File: src/rtl/count_monitor.sv
// Lock/sequence monitor for an upstream 4-bit up counter, with saturating error and wrap counts.
// Optional macro SEQ_HOLD_EN: while LOCKED, a held count (inBus == prev) keeps the lock.
module count_monitor #(
   parameter int unsigned LOCK_LEN = 4,
   parameter int unsigned CNT_W    = 8
) (
   input  logic             i_clk,
   input  logic             i_rst,
   input  logic [3:0]       i_in_bus,
   input  logic             i_clear,
   output logic             o_locked,
   output logic             o_err_flag,
   output logic [CNT_W-1:0] o_err_count,
   output logic [CNT_W-1:0] o_wrap_count
);

   typedef enum logic [1:0] {
      StUnlocked,
      StLocking,
      StLocked,
      StFault
   } state_e;

   localparam logic [3:0]       LockLen = 4'(LOCK_LEN);
   localparam logic [CNT_W-1:0] CntMax  = {CNT_W{1'b1}};

   state_e           r_state;
   state_e           w_state_next;
   logic [3:0]       r_prev;
   logic [3:0]       r_run;
   logic [3:0]       w_run_next;
   logic [3:0]       w_prev_inc;
   logic [3:0]       w_run_inc;
   logic             w_match;
   logic             w_hold;
   logic             w_err;
   logic             w_wrap;
   logic             r_locked;
   logic             r_err_flag;
   logic [CNT_W-1:0] r_err_count;
   logic [CNT_W-1:0] r_wrap_count;

   assign w_prev_inc = r_prev + 4'd1;
   assign w_run_inc  = r_run + 4'd1;
   assign w_match    = (i_in_bus == w_prev_inc);

`ifdef SEQ_HOLD_EN
   assign w_hold = (i_in_bus == r_prev);
`else
   assign w_hold = 1'b0;
`endif

   always_comb begin
      w_state_next = r_state;
      w_run_next   = r_run;
      w_err        = 1'b0;
      w_wrap       = 1'b0;
      unique case (r_state)
         StUnlocked: begin
            w_state_next = StLocking;
            w_run_next   = 4'd0;
         end
         StLocking: begin
            // A hold is a mismatch here even when SEQ_HOLD_EN is defined.
            if (w_match) begin
               w_run_next = w_run_inc;
               if (w_run_inc == LockLen) begin
                  w_state_next = StLocked;
               end
            end else begin
               w_run_next = 4'd0;
            end
         end
         StLocked: begin
            if (w_match) begin
               w_wrap = (r_prev == 4'd15) && (i_in_bus == 4'd0);
            end else if (!w_hold) begin
               w_state_next = StFault;
               w_err        = 1'b1;
            end
         end
         StFault: begin
            w_state_next = StLocking;
            w_run_next   = 4'd0;
         end
         default: begin
            w_state_next = StUnlocked;
            w_run_next   = 4'd0;
         end
      endcase
   end

   always_ff @(posedge i_clk) begin
      if (i_rst) begin
         r_state      <= StUnlocked;
         r_prev       <= 4'd0;
         r_run        <= 4'd0;
         r_locked     <= 1'b0;
         r_err_flag   <= 1'b0;
         r_err_count  <= '0;
         r_wrap_count <= '0;
      end else begin
         r_state    <= w_state_next;
         r_prev     <= i_in_bus;
         r_run      <= w_run_next;
         r_locked   <= (w_state_next == StLocked);
         r_err_flag <= w_err;
         // Clear wins over a same-cycle increment but leaves the FSM and errFlag alone.
         if (i_clear) begin
            r_err_count  <= '0;
            r_wrap_count <= '0;
         end else begin
            if (w_err && (r_err_count != CntMax)) begin
               r_err_count <= r_err_count + 1'b1;
            end
            if (w_wrap && (r_wrap_count != CntMax)) begin
               r_wrap_count <= r_wrap_count + 1'b1;
            end
         end
      end
   end

   assign o_locked     = r_locked;
   assign o_err_flag   = r_err_flag;
   assign o_err_count  = r_err_count;
   assign o_wrap_count = r_wrap_count;

endmodule

File: config.mk
export PLATFORM = sky130hd
export DESIGN_NAME = count_monitor
export DESIGN_NICKNAME = d
export VERILOG_FILES = /design/src/rtl/count_monitor.sv
export SDC_FILE = /design/constraint.sdc
export NUM_CORES = 1
export LEC_CHECK = 0
export BUFFER_PORTS_ARGS = -buffer_cell sky130_fd_sc_hd__buf_2
export CAP_MARGIN = 40
export CORE_ASPECT_RATIO = 1.4
export CORE_UTILIZATION = 54
export CTS_CLUSTER_SIZE = 25
export DETAILED_ROUTE_END_ITERATION = 7
export PLACE_DENSITY_LB_ADDON = 0.1
export SYNTH_ARGS = -nofsm -noshare
export SYNTH_HDL_FRONTEND = slang
export SYNTH_SLANG_ARGS = --single-unit
File: constraint.sdc
create_clock -name i_clk -period 2.5 [get_ports i_clk]
set_clock_uncertainty 0.05 [all_clocks]
set_input_delay 0.375 -clock i_clk [delete_from_list [all_inputs] [get_ports i_clk]]
set_output_delay 0.375 -clock i_clk [all_outputs]
set_load 0.005 [all_outputs]
==> results of run 1 <==
per-stage QoR:
step | cell area (um2) | hold slack (ns) | std cells | utilization [%] | worst slack (ns)
3_5_place_dp | 1580 | 0.434 | 218 | 64.1 | 0.0861
2_1_floorplan | 1450 | 0.426 | 167 | - | 0.459
4_1_cts | 1640 | 0.222 | 222 | 66.2 | 0.0527
6_report | 1640 | 0.229 | 222 | 66.2 | 0.196
3_3_place_gp | 1580 | 0.424 | 218 | 64.1 | 0.203
5_1_grt | 1640 | 0.231 | 222 | 66.2 | 0.0727
where the power goes:
part / internal, W / leakage (nW) / switching (W) / total [W]
clock: 0.000162 / 0.0279 / 0.000136 / 0.000298
combinational: 0.0000814 / 0.368 / 0.000132 / 0.000214
sequential: 0.000471 / 0.227 / 0.0000208 / 0.000492
per-layer routing:
layer	GRT usage (%)	up-vias
met5	0	-
met4	8.82	0
met3	3.44	4
met2	44.1	19
met1	22.7	611
li1	-	660
registers in the layout (all words and copies together) (netlist names):
signal        count
o_err_flag        1
o_wrap_count      8
r_prev            4
o_err_count       8
r_state           2
o_locked          1
r_run             4
path summary, 6_finish.rpt:
kind	from	end	slack [ns]
max	r_prev[0]$_SDFF_PP0_	o_wrap_count[6]$_SDFFE_PP0P_	0.20
min	i_in_bus[2]	r_prev[2]$_SDFF_PP0_	0.23
max reg2reg	r_prev[0]$_SDFF_PP0_	o_wrap_count[6]$_SDFFE_PP0P_	0.20
min reg2reg	o_wrap_count[5]$_SDFFE_PP0P_	o_wrap_count[5]$_SDFFE_PP0P_	0.45
cell families (layout without fill, tap and decap cells):
logic type                 Yosys count  after routing  share of synthesized area [%]
DFF                                 28             28                           38.8
adders and majority gates            8              8                           6.93
and+or+nand+nor                     71             71                           29.4
buffers and inverters               11             32                           3.03
xor gates and xnor gates             5              5                           3.98
AOI/OAI and AO/OA                   44             44                           17.8
cell usage after synthesis, types with 2 or more instances:
master      n  area, um2
o31ai_1     8       60.1
nand3_1    10       50.1
ha_1        8        100
xor2_1      2       17.5
or4_1       7       52.6
nand3b_1    2       15.0
nand4bb_1   2       22.5
inv_1       3       11.3
nor3_1      3       15.0
o21ai_0    11       55.1
nor2b_1     5       31.3
or3_1       7       43.8
xnor2_1     2       17.5
nand4_1     5       31.3
nor3b_1     3       22.5
dfxtp_1    28        561
nor2_1      5       18.8
and3_1      2       12.5
nand2_1    12       45.0
clkbuf_1    5       18.8
and2_1      2       12.5
a21oi_1    20        100
layout by cell type, fill, tap and decap left out, drive strengths merged:
cell / instances
a21boi: 1
a21oi: 20
a311oi: 1
and2: 2
and3: 2
and3b: 1
and4: 1
buf: 25
bufinv: 1
clkbuf: 3
dfxtp: 28
ha: 8
inv: 3
nand2: 12
nand3: 11
nand3b: 2
nand4: 5
nand4bb: 2
nor2: 5
nor2b: 5
nor3: 3
nor3b: 3
nor4: 1
o21a: 1
o21ai: 12
o21bai: 1
o31ai: 8
or2: 2
or3: 7
or4: 7
xnor2: 2
xnor3: 1
xor2: 2
worst register-to-register path, delay by kind of cell (launching register included):
kind	cells	cell delay, ns
and+or+nand+nor	3	1.06
adders and majority gates	1	0.22
DFF	1	0.36
AOI/OAI and AO/OA	1	0.15
xor gates and xnor gates	1	0.40
layout make-up:
class                           instances  area, um2
Inverter                                3       11.3
Clock inverter                          1       30.0
Tap cell                               34       42.5
Timing Repair Buffer                   25        128
Fill cell                             244        835
Clock buffer                            3       22.5
Multi-Input combinational cell        128        841
Sequential cell                        28        561
==> results.yml, run 1 <==
status:
  status: "complete, no violations"
synthesis:
  syn-num-nets: 182
  async_reset_ff_share_pct: 0
  synth-main-ff-cell: "dfxtp_1"
  yosysWarnings: 0
  synth_area_per_cell_um2: 8.65
  synth_cells: 167
  ys_types: 37
  syn_area_um2: 1450
  yosysSeqAreaShare_pct: 38.8
  ys_ff_latch: 28
  synth_edf_count: 0
floorplan:
  fp.dieArea_um2: 2890
  ios: 25
  core_area_um2: 2470
  die_h_um: 63.2
  die_x_um: 45.7
  start_util_pct: 58.5
  row_count: 21
route:
  drt_iter0_markers: 36
  routed_wl_mm: 2.96
  num_vias: 1294
  drtPass1Iterations: 4
  top_layer: "met4"
  drc: 0
  met3_length_um: 59
  avgRoutedWirePerCell_um: 13.3
  via_per_inst: 5.83
  wirelength_met1_mm: 1.22
  met2_length_mm: 1.65
  antenna_left: 0
setup_path:
  end_kind: "register"
  cp.arrival_ns: 2.53
  path_depth: 6
  path_delay_family: "simple AND/OR/NAND/NOR gates"
  cpPeakStageDelay_ns: 0.56
  cp_max_fo: 17
  path_cells: "ha_1 > xnor3_1 > nand3_2 > or2_1 > or4_1 > a21oi_1"
  critical_path_buf_inv_count: 0
  rr_worst_depth: 6
  cp.required_ns: 2.72
  crit_path_start_kind: "register"
  crit_slowest_cell: "or4_1"
  worstSetupPathType: "reg2reg"
clocking:
  cts_sinks: 28
  path_clk_slew_ns: 0.15
  ctsHoldBuffers: 0
  clockBufferDepth: 2
  cts_resized: 0
  cts.htree.levels: 1
  cts_root_buffer: "clkbuf_4"
  cts_buffers: 3
  cts_tree: "built"
  cts_setup_buffers: 0
  insertion_delay_ns: 0.33
power:
  power.density_nw_per_um2: 614
  p_leak_nw: 0.624
  power_w: 0.00100
  irDropWorstVdd_uv: 499
cells_and_area:
  fin_nets: 204
  syn2layout_area_growth_pct: 13.2
  final_layout_size_suffix_gt1_share_pct: 17.6
  diodes: 0
placement:
  portBuffers: 24
  hpwlAfterDp_mm: 2.22
  gp_congestion: 0.832
sta:
  post-route-min-period_ns: 2.30
  slew_violations: 0
  rsz0062_at_grt: "no"
  fmax_mhz: 434
  setup_violations: 0
  slew_headroom_pct: 44.5
  fin_tns_setup_ns: 0
  hold_violations: 0
  finalCritPeriodShare_pct: 92.2
  tightest_slew_ns: 0.826
global_route:
  grtUsageTotal_pct: 23.0
  grt_pass1_vias: 1227
  grt-ovfl-total: 0
  antenna_found_initial: 0
  grt_max_degree: 18
  grt_pass1_wl_mm: 5.03
run:
  drv_cap: 0
min_path:
  hold_path_depth: 2
  min_path_type: "in2reg"
No activity file was read; power rests on OpenSTA's default activity.
==> inputs of run 2 (changes only) <==
CELL_PAD_IN_SITES_DETAIL_PLACEMENT = 0   (was unset)
CELL_PAD_IN_SITES_GLOBAL_PLACEMENT = 1   (was unset)
CORE_UTILIZATION = 41   (was 54)
==> run 2 against run 1 <==
Clock power decreased by 6%. Combinational power decreased by 4%. Critical path type unchanged. Via count up 1.3%. Setup slack improved by 0.0017 ns. Die area rose by 30%. Sequential cell count is the same. Non-clock buffer count stayed put. Critical endpoint is now o_wrap_count[7]$_SDFFE_PP0P_.
==> results.yml, run 2 (synthesis results as in run 1) <==
floorplan:
  start_util_pct: 42.8
  core_area_um2: 3380
  fp.dieArea_um2: 3770
  ios: 25
  die_h_um: 72.2
  die_x_um: 52.2
  row_count: 25
route:
  antenna_left: 0
  routed_wl_mm: 3.10
  drt_iter0_markers: 24
  num_vias: 1311
  drtPass1Iterations: 4
  via_per_inst: 5.75
  avgRoutedWirePerCell_um: 13.6
  drc: 0
clocking:
  cts_buffers: 3
  cts_sinks: 28
  clockBufferDepth: 2
  cts.htree.levels: 1
  path_clk_slew_ns: 0.09
  cts_setup_buffers: 0
  cts_root_buffer: "clkbuf_8"
  insertion_delay_ns: 0.27
  cts_tree: "built"
sta:
  fin_tns_setup_ns: 0
  hold_violations: 0
  slew_violations: 0
  setup_violations: 0
  post-route-min-period_ns: 2.30
  fmax_mhz: 434
  tightest_slew_ns: 0.879
  slew_headroom_pct: 41.0
  finalCritPeriodShare_pct: 92.1
  rsz0062_at_grt: "no"
setup_path:
  end_kind: "register"
  worstSetupPathType: "reg2reg"
  cpPeakStageDelay_ns: 0.56
  rr_worst_depth: 6
  crit_slowest_cell: "or4_1"
  cp.required_ns: 2.66
  crit_path_start_kind: "register"
  cp_max_fo: 17
  cp.arrival_ns: 2.46
  path_cells: "ha_1 > xnor3_1 > nand3_2 > or2_1 > or4_1 > a21oi_1"
cells_and_area:
  fin_cells: 228
  diodes: 0
  mostFrequentLayoutCells: "dfxtp_1 (28), buf_2 (24), a21oi_1 (20), nand2_1 (12), o21ai_0 (11)"
  final_layout_size_suffix_gt1_share_pct: 17.6
  post-route-cell-area_um2: 1650
  syn2layout_area_growth_pct: 13.9
  fin_nets: 204
  final_common_cell: "dfxtp_1"
placement:
  hpwlAfterDp_mm: 2.32
  dpl_cell_area_um2: 1590
  gp_congestion: 0.757
  numPlacedInstances: 224
  portBuffers: 24
power:
  irDropWorstVdd_uv: 309
  power.density_nw_per_um2: 594
  p_leak_nw: 0.624
global_route:
  grt-ovfl-total: 0
  antenna_found_initial: 0
  grt_max_degree: 18
  grtUsageTotal_pct: 18.3
  grt_pass1_vias: 1256
  grt_pass1_wl_mm: 5.33
run:
  drv_cap: 0
min_path:
  hold_path_depth: 2
  min_path_type: "in2reg"
status:
  status: "complete, no violations"
run 2: worst paths after layout:
kind / startpoint / end / slack, ns
hold / removal: i_in_bus[3] / r_prev[3]$_SDFF_PP0_ / 0.30
setup / recovery: r_prev[0]$_SDFF_PP0_ / o_wrap_count[7]$_SDFFE_PP0P_ / 0.20
setup reg to reg: r_prev[0]$_SDFF_PP0_ / o_wrap_count[7]$_SDFFE_PP0P_ / 0.20
hold reg to reg: o_err_count[7]$_SDFFE_PP0P_ / o_err_count[7]$_SDFFE_PP0P_ / 0.45
run 2: worst max-delay path: cells and delay by family, from the launching register on:
kind                       cells  cell delay, ns
DFF                            1            0.35
and+or+nand+nor                3            1.08
adders and majority gates      1            0.22
AOI/OAI and AO/OA              1            0.15
xor gates and xnor gates       1            0.38
run 2: routing by layer:
layer	wire length, um	track usage (%)
met5	0	0
met4	50	7.60
met3	77	2.10
met2	1630	32.3
met1	1350	22.0
run 2: stage by stage:
step                      setup WS (ns)  util, %  hold slack, ns  power [W]
after CTS                        0.0709     48.7           0.295   0.000988
final                             0.198     48.7           0.298   0.000978
after detailed placement         0.0941     47.1           0.442   0.000709
after floorplan                   0.459        -           0.426   0.000657
after global routing             0.0235     48.7           0.305    0.00103
after global placement            0.178     47.1           0.425   0.000700
run 2: power by group:
| group | total [W] | internal, W | leakage, nW | switching [W] |
|---|---|---|---|---|
| clock network | 0.000281 | 0.000141 | 0.0288 | 0.000140 |
| logic | 0.000206 | 0.0000810 | 0.368 | 0.000125 |
| registers | 0.000490 | 0.000471 | 0.227 | 0.0000198 |
| total | 0.000978 | 0.000693 | 0.624 | 0.000285 |
run 2: cell type report:
| class | count | area [um2] |
|---|---|---|
| Inverter | 3 | 11.3 |
| Clock buffer | 4 | 55.1 |
| Multi-Input combinational cell | 128 | 841 |
| Timing Repair Buffer | 25 | 128 |
| Fill cell | 341 | 1730 |
| Tap cell | 40 | 50.0 |
| Sequential cell | 28 | 561 |
run 2: repair_timing:
action	CTS	global route
resized for setup	0	1
endpoints found under the setup margin	0	4
hold buffers	0	0
==> inputs of run 3 (changes only) <==
ABC_AREA = 1   (was unset)
CORE_UTILIZATION = 40   (was 41)
==> run 3 against run 2 <==
Critical path depth rose by 3. Synthesized cell count is 31% higher. Synthesized area is 9.4% higher. Routed wire length grew 1.1%. Maximum frequency increased by 15%. Sequential share of layout area is 2.8 points lower. Count of clock-buffer cells in the layout decreased by 1. Sequential cell count unchanged. Global-route usage shrank 1.8 points. Combinational power increased by 23%. Hold slack got worse by 0.027 ns.
==> results.yml, run 3 <==
floorplan:
  fp.dieArea_um2: 4210
  core_area_um2: 3710
  start_util_pct: 42.6
  die_h_um: 76.4
  die_x_um: 55.1
  ios: 25
  row_count: 26
clocking:
  cts_root_buffer: "clkbuf_8"
  clockBufferDepth: 2
  cts.htree.levels: 1
  path_clk_slew_ns: 0.10
  ctsHoldBuffers: 0
  cts_sinks: 28
  cts_buffers: 3
  insertion_delay_ns: 0.27
  cts_tree: "built"
  cts_resized: 0
  cts_setup_buffers: 0
global_route:
  grt_pass1_wl_mm: 5.31
  grt_max_degree: 17
  grtUsageTotal_pct: 16.6
  grt_pass1_vias: 1223
  antenna_found_initial: 0
  grt-ovfl-total: 0
sta:
  slew_headroom_pct: 64.3
  hold_violations: 0
  rsz0062_at_grt: "no"
  tightest_slew_ns: 0.535
  setup_violations: 0
  post-route-min-period_ns: 2.00
  fmax_mhz: 501
  slew_violations: 0
  fin_tns_setup_ns: 0
  finalCritPeriodShare_pct: 79.9
placement:
  portBuffers: 24
  gp_congestion: 0.787
  hpwlAfterDp_mm: 2.35
setup_path:
  cp.required_ns: 2.60
  cp_max_fo: 11
  rrSetupSlack_ns: 0.50
  worstReg2RegEnd: "o_wrap_count[0]$_SDFFE_PP0P_"
  crit_path_start_kind: "register"
  end_kind: "register"
  worstSetupPathType: "reg2reg"
  cp.arrival_ns: 2.10
  crit-reg2reg-launch: "r_state[0]$_SDFF_PP0_"
  rr_worst_depth: 9
route:
  routed_wl_mm: 3.14
  num_vias: 1401
  drtPass1Iterations: 2
  antenna_left: 0
  drt_iter0_markers: 21
  avgRoutedWirePerCell_um: 11.0
  via_per_inst: 4.93
  drc: 0
synthesis:
  yosys-mux-area-fraction_pct: 0
  ys_ff_latch: 28
  synth_edf_count: 0
  ys_types: 24
  synth_area_leaders: "dfxtp_1 (35%), nand2_1 (12%), ha_1 (6.3%)"
  yosysTopAreaCell: "dfxtp_1"
  synth_xor_area_share_pct: 7.20
  yosysSeqAreaShare_pct: 35.4
  yosysMostFrequentCell: "nand2_1"
  synth_cells: 219
  syn_area_um2: 1580
  async_reset_ff_share_pct: 0
  synthTopCellsByCount: "nand2_1 (49), dfxtp_1 (28), inv_1 (25), nor2_1 (20)"
  synth_compound_area_share_pct: 7.99
  yosys.area_share.simple_pct: 34.2
  synth-main-ff-cell: "dfxtp_1"
  synth_top_area_share_pct: 35.4
  synth_area_per_cell_um2: 7.22
  yosysWarnings: 0
  synth_top_family_by_area: "simple AND/OR/NAND/NOR gates"
  synthAdderAreaFrac_pct: 6.33
  syn-num-nets: 234
cells_and_area:
  final_layout_size_suffix_gt1_share_pct: 19.4
  seq_area_um2: 561
  mostFrequentLayoutCells: "nand2_1 (49), dfxtp_1 (28), inv_1 (25), buf_2 (24), nor2_1 (20)"
  multiInputGateArea_um2: 881
  finish.utilization_pct: 48.3
  n_fill_cell: 396
  diodes: 0
  fin_nets: 258
  final_common_cell: "nand2_1"
  syn2layout_area_growth_pct: 13.2
power:
  irDropWorstVdd_uv: 480
  p_leak_nw: 0.817
  power.density_nw_per_um2: 618
status:
  status: "complete, no violations"
min_path:
  min-delay-start: "i_in_bus[3]"
  hold_path_depth: 3
  hold_end: "r_prev[3]$_SDFF_PP0_"
  min_path_type: "in2reg"
run:
  drv_cap: 0
-- run 3: changes by cell type after synthesis, moves of 4 or more --
cell | before | now
nor2b_1 | 5 | 0
xnor2_1 | 2 | 6
o21ai_0 | 11 | 1
nand3_1 | 10 | 19
nand2_2 | 0 | 6
nor2_1 | 5 | 20
xor2_1 | 2 | 7
o31ai_1 | 8 | 0
nand4_1 | 5 | 9
or4_1 | 7 | 0
inv_1 | 3 | 25
or3_1 | 7 | 0
nand2_1 | 12 | 49
-- run 3: how the worst max path moves through the flow --
stage	start	to	slack [ns]	depth (start not counted)
after floorplan	r_prev[0]$_SDFF_PP0_	r_state[0]$_SDFF_PP0_	0.93	10
after global placement	r_prev[0]$_SDFF_PP0_	o_wrap_count[3]$_SDFFE_PP0P_	0.56	9
after detailed placement	r_state[0]$_SDFF_PP0_	o_wrap_count[0]$_SDFFE_PP0P_	0.51	9
after CTS	r_state[0]$_SDFF_PP0_	o_wrap_count[6]$_SDFFE_PP0P_	0.49	9
after global routing	r_state[0]$_SDFF_PP0_	o_wrap_count[6]$_SDFFE_PP0P_	0.30	9
final	r_state[0]$_SDFF_PP0_	o_wrap_count[0]$_SDFFE_PP0P_	0.50	9
-- run 3: cells by family after synthesis --
| logic type | after synthesis |
|---|---|
| compound gates | 23 |
| xor+xnor | 13 |
| fa+ha+maj | 8 |
| buf+inv | 33 |
| flops | 28 |
| simple gates | 114 |
-- run 3: layout make-up --
cell class | instances | share of cell area, %
clock buffers | 3 | 2.31
clock inverters | 1 | 1.68
inverters | 28 | 5.87
multi-input cells | 158 | 49.2
flip-flops and latches | 28 | 31.3
well taps | 42 | 2.94
repair buffers | 24 | 6.71
-- run 3: critical path, cell delays in order (launching register included) --
cell     delay [ns]
dfxtp_1        0.34
inv_1          0.08
ha_1           0.44
inv_1          0.12
nor3_1         0.19
nand2_1        0.11
nor2_4         0.23
nand2_2        0.16
nand2_1        0.09
a21oi_1        0.05
-- run 3: routing by layer --
metal  vias up  wire, um  GRT usage, %
met5         -         0             0
met4         0        47          5.25
met3         6        88          2.40
met2        19      1540          27.5
met1       628      1460          21.1
li1        748         -             -
-- run 3: where the power goes --
| part | switching [W] | internal [W] |
|---|---|---|
| logic | 0.000167 | 0.0000873 |
| clock network | 0.000145 | 0.000214 |
| registers | 0.0000196 | 0.000473 |
| total | 0.000332 | 0.000774 |
-- run 3: through the flow --
stage / setup WS, ns / power (W) / cells / cell area (um2) / hold slack [ns]
after detailed placement: 0.508 / 0.000759 / 280 / 1720 / 0.430
after floorplan: 0.935 / 0.000707 / 219 / 1580 / 0.408
after global routing: 0.304 / 0.00118 / 284 / 1790 / 0.267
after CTS: 0.488 / 0.00112 / 284 / 1790 / 0.270
final: 0.503 / 0.00111 / 284 / 1790 / 0.271
after global placement: 0.559 / 0.000762 / 280 / 1720 / 0.422
